[config.mk]
export PLATFORM = sky130hd
export DESIGN_NAME = mem_arbiter_2p
export DESIGN_NICKNAME = d
export VERILOG_FILES = /design/src/rtl/mem_arb_pkg.sv /design/src/rtl/mem_arbiter_2p_sat_counter.sv /design/src/rtl/mem_arbiter_2p.sv
export SDC_FILE = /design/constraint.sdc
export NUM_CORES = 1
export LEC_CHECK = 0
export BUFFER_PORTS_ARGS = -buffer_cell sky130_fd_sc_hd__clkbuf_2
export CORE_AREA = 3 3 136 138
export CTS_BUF_LIST = sky130_fd_sc_hd__clkbuf_16
export DETAILED_ROUTE_END_ITERATION = 10
export DIE_AREA = 0 0 139 141
export GPL_TIMING_DRIVEN = 0
export PLACE_DENSITY_LB_ADDON = 0.3
export SLEW_MARGIN = 10
export SYNTH_ARGS = -nofsm -noshare
export SYNTH_HDL_FRONTEND = slang
export SYNTH_SLANG_ARGS = --single-unit
[constraint.sdc]
create_clock -name clk -period 2.4 [get_ports clk]
set_clock_uncertainty 0.15 [all_clocks]
set_input_delay 0.12 -clock clk [delete_from_list [all_inputs] [get_ports clk]]
set_output_delay 0.12 -clock clk [all_outputs]
set_load 0.005 [all_outputs]
[src/rtl/mem_arb_pkg.sv]
// ---------------------------------------------------------------------------
// mem_arb_pkg
// Shared constants for the two-port memory arbiter: FSM state encoding,
// requester port indices and one-hot grant codes.
// ---------------------------------------------------------------------------
package mem_arb_pkg;

    // FSM state encoding (kept as plain constants for legacy tool flows)
    localparam logic [1:0] ST_IDLE = 2'd0;
    localparam logic [1:0] ST_OWN0 = 2'd1;
    localparam logic [1:0] ST_OWN1 = 2'd2;

    // Requester port indices
    localparam logic PORT0 = 1'b0;
    localparam logic PORT1 = 1'b1;

    // One-hot grant codes
    localparam logic [1:0] GNT_NONE = 2'b00;
    localparam logic [1:0] GNT_P0   = 2'b01;
    localparam logic [1:0] GNT_P1   = 2'b10;

    // Ownership state for a given port index
    function automatic logic [1:0] own_state(input logic port);
        return (port == PORT1) ? ST_OWN1 : ST_OWN0;
    endfunction

endpackage

[src/rtl/mem_arbiter_2p_sat_counter.sv]
// ---------------------------------------------------------------------------
// sat_counter
// Up-counter that sticks at all ones instead of wrapping.
//   clk, resetn : clock, asynchronous active-low reset
//   inc         : count one event this cycle
//   count       : current value, saturating at 2**WIDTH-1
// ---------------------------------------------------------------------------
module sat_counter #(
    parameter int WIDTH = 21
) (
    input  logic             clk,
    input  logic             resetn,
    input  logic             inc,
    output logic [WIDTH-1:0] count
);

    logic [WIDTH-1:0] r_count;

    always_ff @(posedge clk or negedge resetn) begin
        if (!resetn) begin
            r_count <= '0;
        end else if (inc && (r_count != '1)) begin
            r_count <= r_count + 1'b1;
        end
    end

    assign count = r_count;

endmodule

[src/rtl/mem_arbiter_2p.sv]
// ---------------------------------------------------------------------------
// mem_arbiter_2p
// Shares one native valid/ready memory port between two requesters
// (port 0 = I-cache refill, port 1 = D-cache refill / write-through).
// Round-robin between ports, with an optional lock that lets the owner keep
// the port for up to BURST_MAX back-to-back transfers.
//
//   state | meaning
//   IDLE  | no owner; arbitrate among valid requests
//   OWN0  | port 0 drives the memory port
//   OWN1  | port 1 drives the memory port
//
// Ports:
//   clk, resetn              : clock, asynchronous active-low reset
//   mX_valid/lock/addr/wdata/wstrb : requester X request (wstrb 0 = read)
//   mX_ready, mX_rdata       : requester X completion / read data
//   s_valid/addr/wdata/wstrb : request towards memory
//   s_ready, s_rdata         : memory completion / read data
//   grant                    : one-hot owner, 00 when idle
//   cnt0, cnt1               : saturating completed-transfer counts
// ---------------------------------------------------------------------------
module mem_arbiter_2p
    import mem_arb_pkg::*;
#(
    parameter int ADDR_W    = 32,
    parameter int DATA_W    = 32,
    parameter int BURST_MAX = 8,
    parameter int CNT_W     = 21
) (
    input  logic                clk,
    input  logic                resetn,

    input  logic                m0_valid,
    input  logic                m0_lock,
    input  logic [ADDR_W-1:0]   m0_addr,
    input  logic [DATA_W-1:0]   m0_wdata,
    input  logic [DATA_W/8-1:0] m0_wstrb,
    output logic                m0_ready,
    output logic [DATA_W-1:0]   m0_rdata,

    input  logic                m1_valid,
    input  logic                m1_lock,
    input  logic [ADDR_W-1:0]   m1_addr,
    input  logic [DATA_W-1:0]   m1_wdata,
    input  logic [DATA_W/8-1:0] m1_wstrb,
    output logic                m1_ready,
    output logic [DATA_W-1:0]   m1_rdata,

    output logic                s_valid,
    output logic [ADDR_W-1:0]   s_addr,
    output logic [DATA_W-1:0]   s_wdata,
    output logic [DATA_W/8-1:0] s_wstrb,
    input  logic                s_ready,
    input  logic [DATA_W-1:0]   s_rdata,

    output logic [1:0]          grant,
    output logic [CNT_W-1:0]    cnt0,
    output logic [CNT_W-1:0]    cnt1
);

    localparam int BURST_W = $clog2(BURST_MAX) + 1;
    localparam logic [BURST_W-1:0] LP_BURST_MAX = BURST_W'(BURST_MAX);

    logic [1:0]         r_state;
    logic [BURST_W-1:0] r_burst;
    // Port that wins when both request from IDLE. This is the inverse of
    // "last served": reset to 0 so port 0 goes first after reset, and set
    // to the other port whenever a transfer completes.
    logic               r_pref;

    logic [1:0]         w_state_nxt;
    logic [BURST_W-1:0] w_burst_nxt;
    logic               w_pref_nxt;

    logic               w_owned;
    logic               w_owner;
    logic               w_own_valid;
    logic               w_own_lock;
    logic               w_other_valid;
    logic               w_done;
    logic [BURST_W-1:0] w_burst_inc;

    assign w_owned       = (r_state == ST_OWN0) || (r_state == ST_OWN1);
    assign w_owner       = (r_state == ST_OWN1) ? PORT1 : PORT0;
    assign w_own_valid   = (w_owner == PORT1) ? m1_valid : m0_valid;
    assign w_own_lock    = (w_owner == PORT1) ? m1_lock  : m0_lock;
    assign w_other_valid = (w_owner == PORT1) ? m0_valid : m1_valid;
    assign w_done        = w_owned && s_ready;
    assign w_burst_inc   = r_burst + 1'b1;

    // Next-state logic
    always_comb begin
        w_state_nxt = r_state;
        w_burst_nxt = r_burst;
        w_pref_nxt  = r_pref;
        case (r_state)
            ST_IDLE: begin
                // s_ready is ignored here; nothing is outstanding
                if (m0_valid && m1_valid) begin
                    w_state_nxt = own_state(r_pref);
                end else if (m0_valid) begin
                    w_state_nxt = ST_OWN0;
                end else if (m1_valid) begin
                    w_state_nxt = ST_OWN1;
                end
            end
            ST_OWN0, ST_OWN1: begin
                if (s_ready) begin
                    // Completion takes priority over the owner's valid: the
                    // requester still holds valid in this cycle.
                    w_pref_nxt = ~w_owner;
                    if (w_own_lock && (w_burst_inc < LP_BURST_MAX)) begin
                        w_burst_nxt = w_burst_inc;
                    end else begin
                        w_burst_nxt = '0;
                        w_state_nxt = w_other_valid ? own_state(~w_owner) : ST_IDLE;
                    end
                end else if (!w_own_valid) begin
                    // Owner withdrew its request before memory answered
                    w_burst_nxt = '0;
                    w_state_nxt = ST_IDLE;
                end
            end
            default: begin
                w_burst_nxt = '0;
                w_state_nxt = ST_IDLE;
            end
        endcase
    end

    always_ff @(posedge clk or negedge resetn) begin
        if (!resetn) begin
            r_state <= ST_IDLE;
            r_burst <= '0;
            r_pref  <= PORT0;
        end else begin
            r_state <= w_state_nxt;
            r_burst <= w_burst_nxt;
            r_pref  <= w_pref_nxt;
        end
    end

    // Request/response muxing, purely from the registered owner so that an
    // async reset clears every output immediately.
    always_comb begin
        s_valid  = 1'b0;
        s_addr   = '0;
        s_wdata  = '0;
        s_wstrb  = '0;
        m0_ready = 1'b0;
        m0_rdata = '0;
        m1_ready = 1'b0;
        m1_rdata = '0;
        grant    = GNT_NONE;
        case (r_state)
            ST_OWN0: begin
                s_valid  = m0_valid;
                s_addr   = m0_addr;
                s_wdata  = m0_wdata;
                s_wstrb  = m0_wstrb;
                m0_ready = s_ready;
                m0_rdata = s_rdata;
                grant    = GNT_P0;
            end
            ST_OWN1: begin
                s_valid  = m1_valid;
                s_addr   = m1_addr;
                s_wdata  = m1_wdata;
                s_wstrb  = m1_wstrb;
                m1_ready = s_ready;
                m1_rdata = s_rdata;
                grant    = GNT_P1;
            end
            default: begin
                grant = GNT_NONE;
            end
        endcase
    end

    sat_counter #(.WIDTH(CNT_W)) u_cnt0 (
        .clk    (clk),
        .resetn (resetn),
        .inc    (w_done && (w_owner == PORT0)),
        .count  (cnt0)
    );

    sat_counter #(.WIDTH(CNT_W)) u_cnt1 (
        .clk    (clk),
        .resetn (resetn),
        .inc    (w_done && (w_owner == PORT1)),
        .count  (cnt1)
    );

endmodule

==> results.cfg, run 1 <==
[min_path]
hp-start = m0_valid
hold_end = r_state[0]
holdCritPathClass = in -> reg
hold_path_depth = 3

[cells_and_area]
n_antenna_cell = 0
layout.nets = 1014
drive_gt1_share_pct = 48.3
layout.cells.non_filler = 1056
num-fill-cells = 1883
mostFrequentLayoutCells = clkbuf_2, nor2b_1, a22oi_1, and2_1, dfrtp_1
area_delta_synth_final_pct = 57.9
layout_commonest_cell = clkbuf_2

[power]
leakagePower_nw = 3.39
total_power_mw = 5.51
ir_drop_v = 0.000349
power.density_nw_per_um2 = 872

[die]
die_w_um = 139
num_rows = 48
fp.dieH_um = 141
core_um2 = 17300
start_util_pct = 23.2
io_pins = 354
dieArea_um2 = 19600

[timing]
drv_slew = 0
timing_hold_violations_final = 0
fin_crit_sh_pct = 94.8
slew_headroom_pct = 53.7
period_needed_ns = 2.28
grt_setup_unrepaired = false
worst_slew_pin_slew_ns = 0.695
finalSetupViolCount = 0
fmax_mhz = 439

[route]
ant_nets = 0
drtIter0Drc = 221
dr.pass1.iters = 4
wl_per_cell_um = 18.5
finalWirelength_um = 19500
drc_errors = 0
vias = 4829
routed_via_density = 4.57

[place]
io_buffer_count = 353
dpl.hpwl_um = 16600
place_inst = 1045
gp_congestion = 0.887

[cts]
clk-insertion-delay-late_ns = 0.29
cts_buffers = 5
cts_root_buf = clkbuf_16
cts_buffer_depth = 2
cts_tree = built
cts_sinks = 49
clk_pin_slew_ns = 0.07
htreeDepth = 2

[worst_setup_path]
cp_max_fo = 10
r2r_setup_slack_ns = 0.12
critPathCaptureType = flip-flop
rr_worst_depth = 7
r2r_end = r_state[1]
start_kind = flip-flop
crit_arrival_ns = 2.30
crit_type = reg -> reg
r2r-start = r_state[0]
critPathRequiredTime_ns = 2.42

[synthesis]
syn_area_per_cell_um2 = 8.58
syn_nets = 651
ys_warn_count = 0
ys_seq_elements = 49
seq_area_frac_synth_pct = 30.6
syn_inst = 467
syn_area_um2 = 4010
ys_types = 44

[grt]
grtUsageTotal_pct = 18.8
grt_pass1_vias = 4701
grt-ovfl-total = 0
grt_first_pass_wirelength_um = 28800
grt_start_max_net_pins = 50
antenna_found_initial = 0

[status]
status = finished clean

[run]
cap_violations = 0
-- critical path: stages, from the launching register on --
cell and delay (ns):
dfrtp_1 0.42, inv_2 0.10, ha_1 0.19, buf_2 0.23
mux2i_1 0.23, nor3b_1 0.09, nor3_1 0.36, mux2_2 0.38
-- synth_stat cells (all sizes together) --
master	number	area, um2
inv	7	26.3
or3	1	6.26
mux2	5	60.1
nand4b	1	8.76
and2	67	419
nor4	3	33.8
nor3	5	25.0
a22o	1	8.76
or2	2	12.5
ha	9	113
and3	9	56.3
a22oi	68	510
and4bb	2	25.0
mux2i	5	50.1
a21boi	2	15.0
nand3	24	120
nand2	25	93.8
nand3b	1	7.51
nor2	11	41.3
xnor2	21	184
xor2	15	131
nor2b	69	432
a31oi	3	33.8
nand4	8	65.1
a21o	2	15.0
and4	6	52.6
dfrtp	49	1230
nand2b	1	6.26
o21ai	3	15.0
a21oi	4	23.8
a41o	1	10.0
clkbuf	23	86.3
and3b	1	8.76
buf	10	56.3
nor3b	3	27.5
-- cell families after synthesis --
kind of cell	synth area share (%)
AO/OA/AOI/OAI	15.8
XOR/XNOR	7.87
adder cells (fa/ha/maj)	2.81
buffers and inverters	4.22
flip-flops	30.6
multiplexers	2.75
AND/OR/NAND/NOR	36.0
-- power breakdown --
part	internal (mW)	switching (mW)
Clock	0.485	0.308
Combinational	1.68	1.97
Sequential	0.932	0.137
Total	3.10	2.41
-- state kept, by name (all words and copies together), names as in the netlist --
name / cells
u_cnt1.count: 21
u_cnt0.count: 21
r_pref: 1
r_state: 2
r_burst: 4
-- per-layer routing --
| metal | global-route usage, % | up-vias | share of wire, % |
|---|---|---|---|
| met5 | 0 | - | 0 |
| met4 | 2.52 | 0 | 0.61 |
| met3 | 4.78 | 8 | 9.1 |
| met2 | 30.9 | 189 | 47 |
| met1 | 25.7 | 2264 | 43 |
| li1 | - | 2368 | - |
-- timing repair --
action | in CTS | in global routing
setup buffers | 2 | 0
gates resized for setup | 26 | 18
hold endpoints to repair | 49 | 0
setup endpoints to repair | 104 | 49
pin swaps | 0 | 0
hold buffers | 1 | 0
-- worst max-delay path by stage --
stage | startpoint | endpoint | depth (start not counted)
after global placement | r_state[0] | s_wdata[26] | 8
final | r_state[0] | r_state[1] | 7
after CTS | r_state[1] | s_wdata[24] | 7
after detailed placement | r_state[0] | s_wdata[26] | 8
after global routing | r_state[0] | r_state[1] | 7
after floorplan | r_state[0] | r_state[1] | 7
-- metrics by stage --
stage / util, % / TNS (ns) / instance area (um2) / worst slack (ns) / hold WS [ns]
final: 36.6 / 0 / 6320 / 0.124 / 0.112
after global routing: 36.6 / 0 / 6320 / 0.00733 / 0.126
after CTS: 36.4 / 0 / 6300 / 0.00881 / 0.107
after detailed placement: 35.0 / -8.14 / 6060 / -0.524 / 0.0867
after global placement: 35.0 / -8.54 / 6050 / -0.495 / 0.309
after floorplan: - / 0 / 4010 / 0.348 / -0.326
-- cell type report --
cell class / instances / area [um2] / area share, %
Clock inverter: 3 / 37.5 / 0.593
Timing Repair Buffer: 356 / 1790 / 28.4
Buffer: 33 / 208 / 3.28
Inverter: 7 / 26.3 / 0.415
Tap cell: 225 / 282 / 4.45
Sequential cell: 49 / 1230 / 19.4
Multi-Input combinational cell: 378 / 2630 / 41.5
Clock buffer: 5 / 125 / 1.98
Power figures use the tool's default switching activity.
==> run 2: changes to the inputs <==
==> constraint.sdc (replaced) <==
create_clock -name clk -period 2.4 [get_ports clk]
set_clock_uncertainty 0.15 [all_clocks]
set_input_delay 0.48 -clock clk [delete_from_list [all_inputs] [get_ports clk]]
set_output_delay 0.48 -clock clk [all_outputs]
set_load 0.005 [all_outputs]
==> run 2 against run 1 <==
  * The flow now finishes with violations (negative setup slack)
  * First-iteration DRC count is 27% lower
  * Critical endpoint is now s_wdata[21]
  * Sequential share of layout area is 2.2 points lower
  * Sequential cell count stayed put
  * Combinational power is 35% higher
  * Hold slack better by 0.0022 ns
  * Cell area is 13% higher
  * Routed wire length is 3.9% higher
  * Cell count is 1.5% higher
  * Count of clock-buffer cells in the layout stayed put
  * Via count is 3.1% higher
  * Non-clock buffer count is 16 higher
  * Global-route usage is 0.52 points higher
==> results.cfg, run 2 (synthesized netlist as in run 1, its figures left out) <==
[status]
status = finished, violations left
violations = negative setup slack

[cts]
cts_buffers = 5
cts_tree = built
clk_pin_slew_ns = 0.06
cts_root_buf = clkbuf_16
clk-insertion-delay-late_ns = 0.29
cts_buffer_depth = 2
htreeDepth = 2
cts_hold_buf = 0
cts_sinks = 49

[cells_and_area]
num-fill-cells = 1797
n_antenna_cell = 0
mostFrequentLayoutCells = clkbuf_2, and2_1, nor2b_1, a22oi_2, dfrtp_1
layout.nets = 1030
layout_commonest_cell = clkbuf_2
area_delta_synth_final_pct = 78.0
regArea_um2 = 1230
multi_input_area_um2 = 3010
drive_gt1_share_pct = 59.1

[power]
pwr-share-comb_pct = 72.6
sw_frac_of_total_pct = 40.7
seqPwrFrac_pct = 15.7
p_switching_mw = 2.77
ir_drop_v = 0.000381
power.density_nw_per_um2 = 952
pwr-share-clk_pct = 11.7
power.internal_mw = 4.02
total_power_mw = 6.79
leakagePower_nw = 3.66

[timing]
finalSetupViolCount = 3
setup_tns_ns = -0.0298
worst_slack_ns = -0.0164
grt_setup_unrepaired = true
period_needed_ns = 2.42
hold_slack_ns = 0.114
timing_hold_violations_final = 0
drv_slew = 0
slew_headroom_pct = 53.4
worst_slew_pin_slew_ns = 0.698
fin_crit_sh_pct = 101
fmax_mhz = 414

[min_path]
holdCritPathClass = in -> async

[place]
io_buffer_count = 353
dpl.hpwl_um = 16600
gp_congestion = 0.887

[grt]
grt_first_pass_wirelength_um = 29500
grt_start_max_net_pins = 50
antenna_found_initial = 0
grt_pass1_vias = 4821
grtUsageTotal_pct = 19.3
grt-ovfl-total = 0

[die]
io_pins = 354
dieArea_um2 = 19600
fp.dieH_um = 141
num_rows = 48
die_w_um = 139
core_um2 = 17300
start_util_pct = 23.2

[route]
vias = 4977
finalWirelength_um = 20300
wl_per_cell_um = 18.9
routed_via_density = 4.64
drc_errors = 0
drtIter0Drc = 161
dr.pass1.iters = 4
ant_nets = 0

[worst_setup_path]
start_kind = flip-flop
cp_max_fo = 8
critPathRequiredTime_ns = 1.77
crit_type = reg -> out
critPathCaptureType = output pin
crit_arrival_ns = 1.79

[run]
cap_violations = 0
-- run 2: per-layer routing --
layer	global-route usage, %	up-vias	routed length (um)
met5	0	-	0
li1	-	2403	-
met4	2.83	0	186
met2	32.3	183	9680
met3	4.78	12	1580
met1	26.0	2379	8850
-- run 2: area by class of cell --
type | count | area share (%)
multi-input combinational | 378 | 42.2
timing repair buffer | 374 | 28.8
sequential | 49 | 17.2
buffer | 31 | 5.25
tap | 225 | 3.95
clock buffer | 5 | 1.76
clock inverter | 3 | 0.527
inverter | 7 | 0.369
-- run 2: worst paths after layout --
path | startpoint | to | slack (ns) | cells past startpoint
hold reg to reg | r_burst[2] | r_burst[2] | 0.34 | 1
hold / removal | resetn | u_cnt1.count[19] | 0.11 | 1
min in group clk | r_burst[2] | r_burst[2] | 0.34 | 1
setup reg to reg | r_state[0] | r_state[1] | 0.09 | 7
setup / recovery | r_state[1] | s_wdata[21] | -0.02 | 7
max in group asynchronous | resetn | u_cnt0.count[16] | 1.53 | 1
-- run 2: per-stage QoR --
stage	area [um2]	worst slack, ns	cells	utilization [%]
finish	7130	-0.0164	1072	41.2
global route	7130	-0.0812	1072	41.2
CTS	6870	-0.0906	1069	39.7
detailed placement	6060	-0.884	1045	35.0
global placement	6050	-0.855	1045	35.0
floorplan	4010	0.0782	467	-
-- run 2: power groups by stage --
stage	Combinational [mW]	Sequential [mW]	Clock, mW
global route	5.31	1.09	0.850
CTS	4.61	1.07	0.821
global placement	3.53	1.09	0
detailed placement	3.53	1.08	0
finish	4.93	1.07	0.795
floorplan	1.90	1.06	0
-- run 2: repair_timing --
item                                   in CTS  in global routing
endpoints found under the hold margin       0                  0
setup endpoints to repair                 134                126
cloned                                      4                  1
pin swaps                                   5                 10
resized for setup                         129                 90
setup buffers                              13                  3
-- run 2: critical path: stages, from the launching register on --
cell and delay [ns]:
dfrtp_1 0.41, buf_6 0.14, ha_4 0.21, buf_12 0.16, buf_6 0.12, a22oi_2 0.27, nor2b_4 0.06, clkbuf_2 0.12
==> run 3: changes to the inputs <==
--- a/config.mk
+++ b/config.mk
@@ -5,11 +5,12 @@
 export SDC_FILE = /design/constraint.sdc
 export NUM_CORES = 1
 export LEC_CHECK = 0
+export ABC_AREA = 1
 export BUFFER_PORTS_ARGS = -buffer_cell sky130_fd_sc_hd__clkbuf_2
-export CORE_AREA = 3 3 136 138
+export CORE_AREA = 3 3 135 137
 export CTS_BUF_LIST = sky130_fd_sc_hd__clkbuf_16
 export DETAILED_ROUTE_END_ITERATION = 10
-export DIE_AREA = 0 0 139 141
+export DIE_AREA = 0 0 138 140
 export GPL_TIMING_DRIVEN = 0
 export PLACE_DENSITY_LB_ADDON = 0.3
 export SLEW_MARGIN = 10
==> run 3 against run 2 <==
  * The run now ends clean
  * Via count increased by 31%
  * Sequential power increased by 12%
  * Critical path type unchanged
  * Die area decreased by 1.4%
  * Worst setup slack improved by 0.026 ns
  * Largest cell class unchanged
  * Hold slack got worse by 0.0014 ns
  * Critical path depth unchanged
  * Utilization increased by 3.8 points
==> results.cfg, run 3 <==
[status]
status = finished clean

[timing]
worst_slack_ns = 0.00923
hold_slack_ns = 0.112
timing_hold_violations_final = 0
period_needed_ns = 2.39
finalSetupViolCount = 0
drv_slew = 0
fmax_mhz = 418
grt_setup_unrepaired = true
fin_crit_sh_pct = 99.6
worst_slew_pin_slew_ns = 0.703
slew_headroom_pct = 53.2

[route]
finalWirelength_um = 24700
met3_length_um = 2380
top_layer = met4
drtIter0Drc = 355
dr.pass1.iters = 4
wl_met2_um = 10400
drc_errors = 0
routed_via_density = 4.58
drt-met1-wl_um = 11500
vias = 6517
ant_nets = 0
wl_per_cell_um = 17.4

[die]
die_w_um = 138
num_rows = 48
start_util_pct = 27.2
fp.dieH_um = 140
core_um2 = 17200
io_pins = 354
dieArea_um2 = 19300

[synthesis]
ys_seq_elements = 49
synth_commonest_cells = nand2_1, inv_1, a21oi_1
synth_top_area_cell = nand2_1
post-synth-top-count-cell = nand2_1
syn_nets = 998
ys_warn_count = 0
syn_inst = 814
synth_area_leaders = nand2_1, dfrtp_1, inv_1
synth.top_cell.area_share_pct = 29.9
synth-main-ff-cell = dfrtp_1
syn_area_um2 = 4680
synth-edff-count = 0
ys_types = 32
ys_async_sr_fraction_pct = 100
seq_area_frac_synth_pct = 26.2
syn_area_per_cell_um2 = 5.75

[cts]
cts_tree = built
cts_buffers = 5
clk-insertion-delay-late_ns = 0.30
cts_sinks = 49
cts_root_buf = clkbuf_16
htreeDepth = 2
cts_buffer_depth = 2
cts_hold_buf = 0
clk_pin_slew_ns = 0.07

[worst_setup_path]
start_kind = flip-flop
startpoint = r_state[0]
critPathRequiredTime_ns = 1.77
r2r-start = r_state[0]
critPathCaptureType = output pin
crit_arrival_ns = 1.76
cp_max_fo = 10
crit_type = reg -> out

[grt]
grt_pass1_vias = 6210
grt-ovfl-total = 0
antenna_found_initial = 2
grtUsageTotal_pct = 24.3
grt_first_pass_wirelength_um = 36600
grt_start_max_net_pins = 50

[power]
leakagePower_nw = 4.42
p_switching_mw = 3.35
power.density_nw_per_um2 = 893
pwr-share-clk_pct = 10.5
seqPwrFrac_pct = 17.3
pwr-share-comb_pct = 72.1
ir_drop_v = 0.000534
power.internal_mw = 3.55
sw_frac_of_total_pct = 48.6

[place]
io_buffer_count = 353
dp_slack_ns = -0.620
gp_congestion = 0.931
placed_area_um2 = 6730
dpl.hpwl_um = 20700

[cells_and_area]
layout.nets = 1378
mostFrequentLayoutCells = nand2_1, clkbuf_2, inv_1, nor2_1, dfrtp_1
area_delta_synth_final_pct = 65.2
final_cell_area_um2 = 7720
drive_gt1_share_pct = 41.1
layout_commonest_cell = nand2_1

[run]
cap_violations = 0

[min_path]
holdCritPathClass = in -> async
-- run 3: cell types whose count changed in the layout (fill, tap and decap cells not counted), sizes merged, moves of 6 or more --
cell	previous run	this run
a21oi	4	73
a22oi	68	0
and2	67	1
and3	9	0
and4	6	0
buf	57	66
inv	8	110
nand2	25	382
nor2	11	60
nor2b	69	0
o21ai	3	27
xor2	15	7
-- run 3: worst paths after layout --
| check | end | slack, ns | depth (start not counted) |
|---|---|---|---|
| worst max-delay path | s_wdata[22] | 0.009 | 7 |
| worst min-delay path | u_cnt1.count[12] | 0.11 | 1 |
| worst max register to register | u_cnt0.count[9] | 0.19 | 9 |
| worst min register to register | r_pref | 0.35 | 2 |
| max in group asynchronous | r_state[0] | 1.49 | 1 |
| min in group clk | r_pref | 0.35 | 2 |
-- run 3: worst max-delay path, cell delays in order (launching register included) --
cell       delay, ns
dfrtp_2         0.42
buf_4           0.14
ha_4            0.15
clkbuf_16       0.18
clkbuf_16       0.16
nand2_1         0.06
a21oi_2         0.18
clkbuf_8        0.17
-- run 3: area by class of cell --
type	count	area, um2
inverter	109	419
buffer	34	392
multi-input combinational	621	3130
clock inverter	3	20.0
antenna	2	5.00
fill	1881	9450
timing repair buffer	374	2120
sequential	49	1230
clock buffer	5	125
tap	225	282
-- run 3: through the flow --
stage                     cells  util, %  power (mW)  setup TNS, ns
after floorplan             814        -        3.07              0
final                      1422     45.0        6.90              0
after global routing       1421     45.0        7.40         -0.627
after detailed placement   1392     39.2        4.82         -27.14
after CTS                  1411     42.8        6.28        -0.0524
after global placement     1392     39.2        4.79         -26.26
-- run 3: cell families after synthesis --
family / Yosys count / share of synthesized area, %
fa+ha+maj: 9 / 2.41
simple gates: 487 / 43.6
buf+inv: 144 / 12.1
compound gates: 102 / 11.3
flops: 49 / 26.2
xor+xnor: 23 / 4.31
-- run 3: timing repair --
| action | 4_1_cts | 5_1_grt |
|---|---|---|
| gates cloned | 1 | 4 |
| setup endpoints to repair | 132 | 118 |
| setup buffers | 10 | 6 |
| pin swaps | 8 | 9 |
| gates resized for setup | 112 | 112 |
-- run 3: power groups by stage --
stage,clock (mW),sequential (mW),combinational (mW)
floorplan,0,1.17,1.90
global placement,0,1.21,3.58
detailed placement,0,1.21,3.61
CTS,0.741,1.20,4.35
global route,0.776,1.24,5.39
finish,0.725,1.20,4.98
-- run 3: per-layer routing --
metal	up-vias	GRT usage [%]
met2	282	35.2
li1	3245	-
met3	35	7.14
met1	2955	35.5
met5	-	0
met4	0	5.46
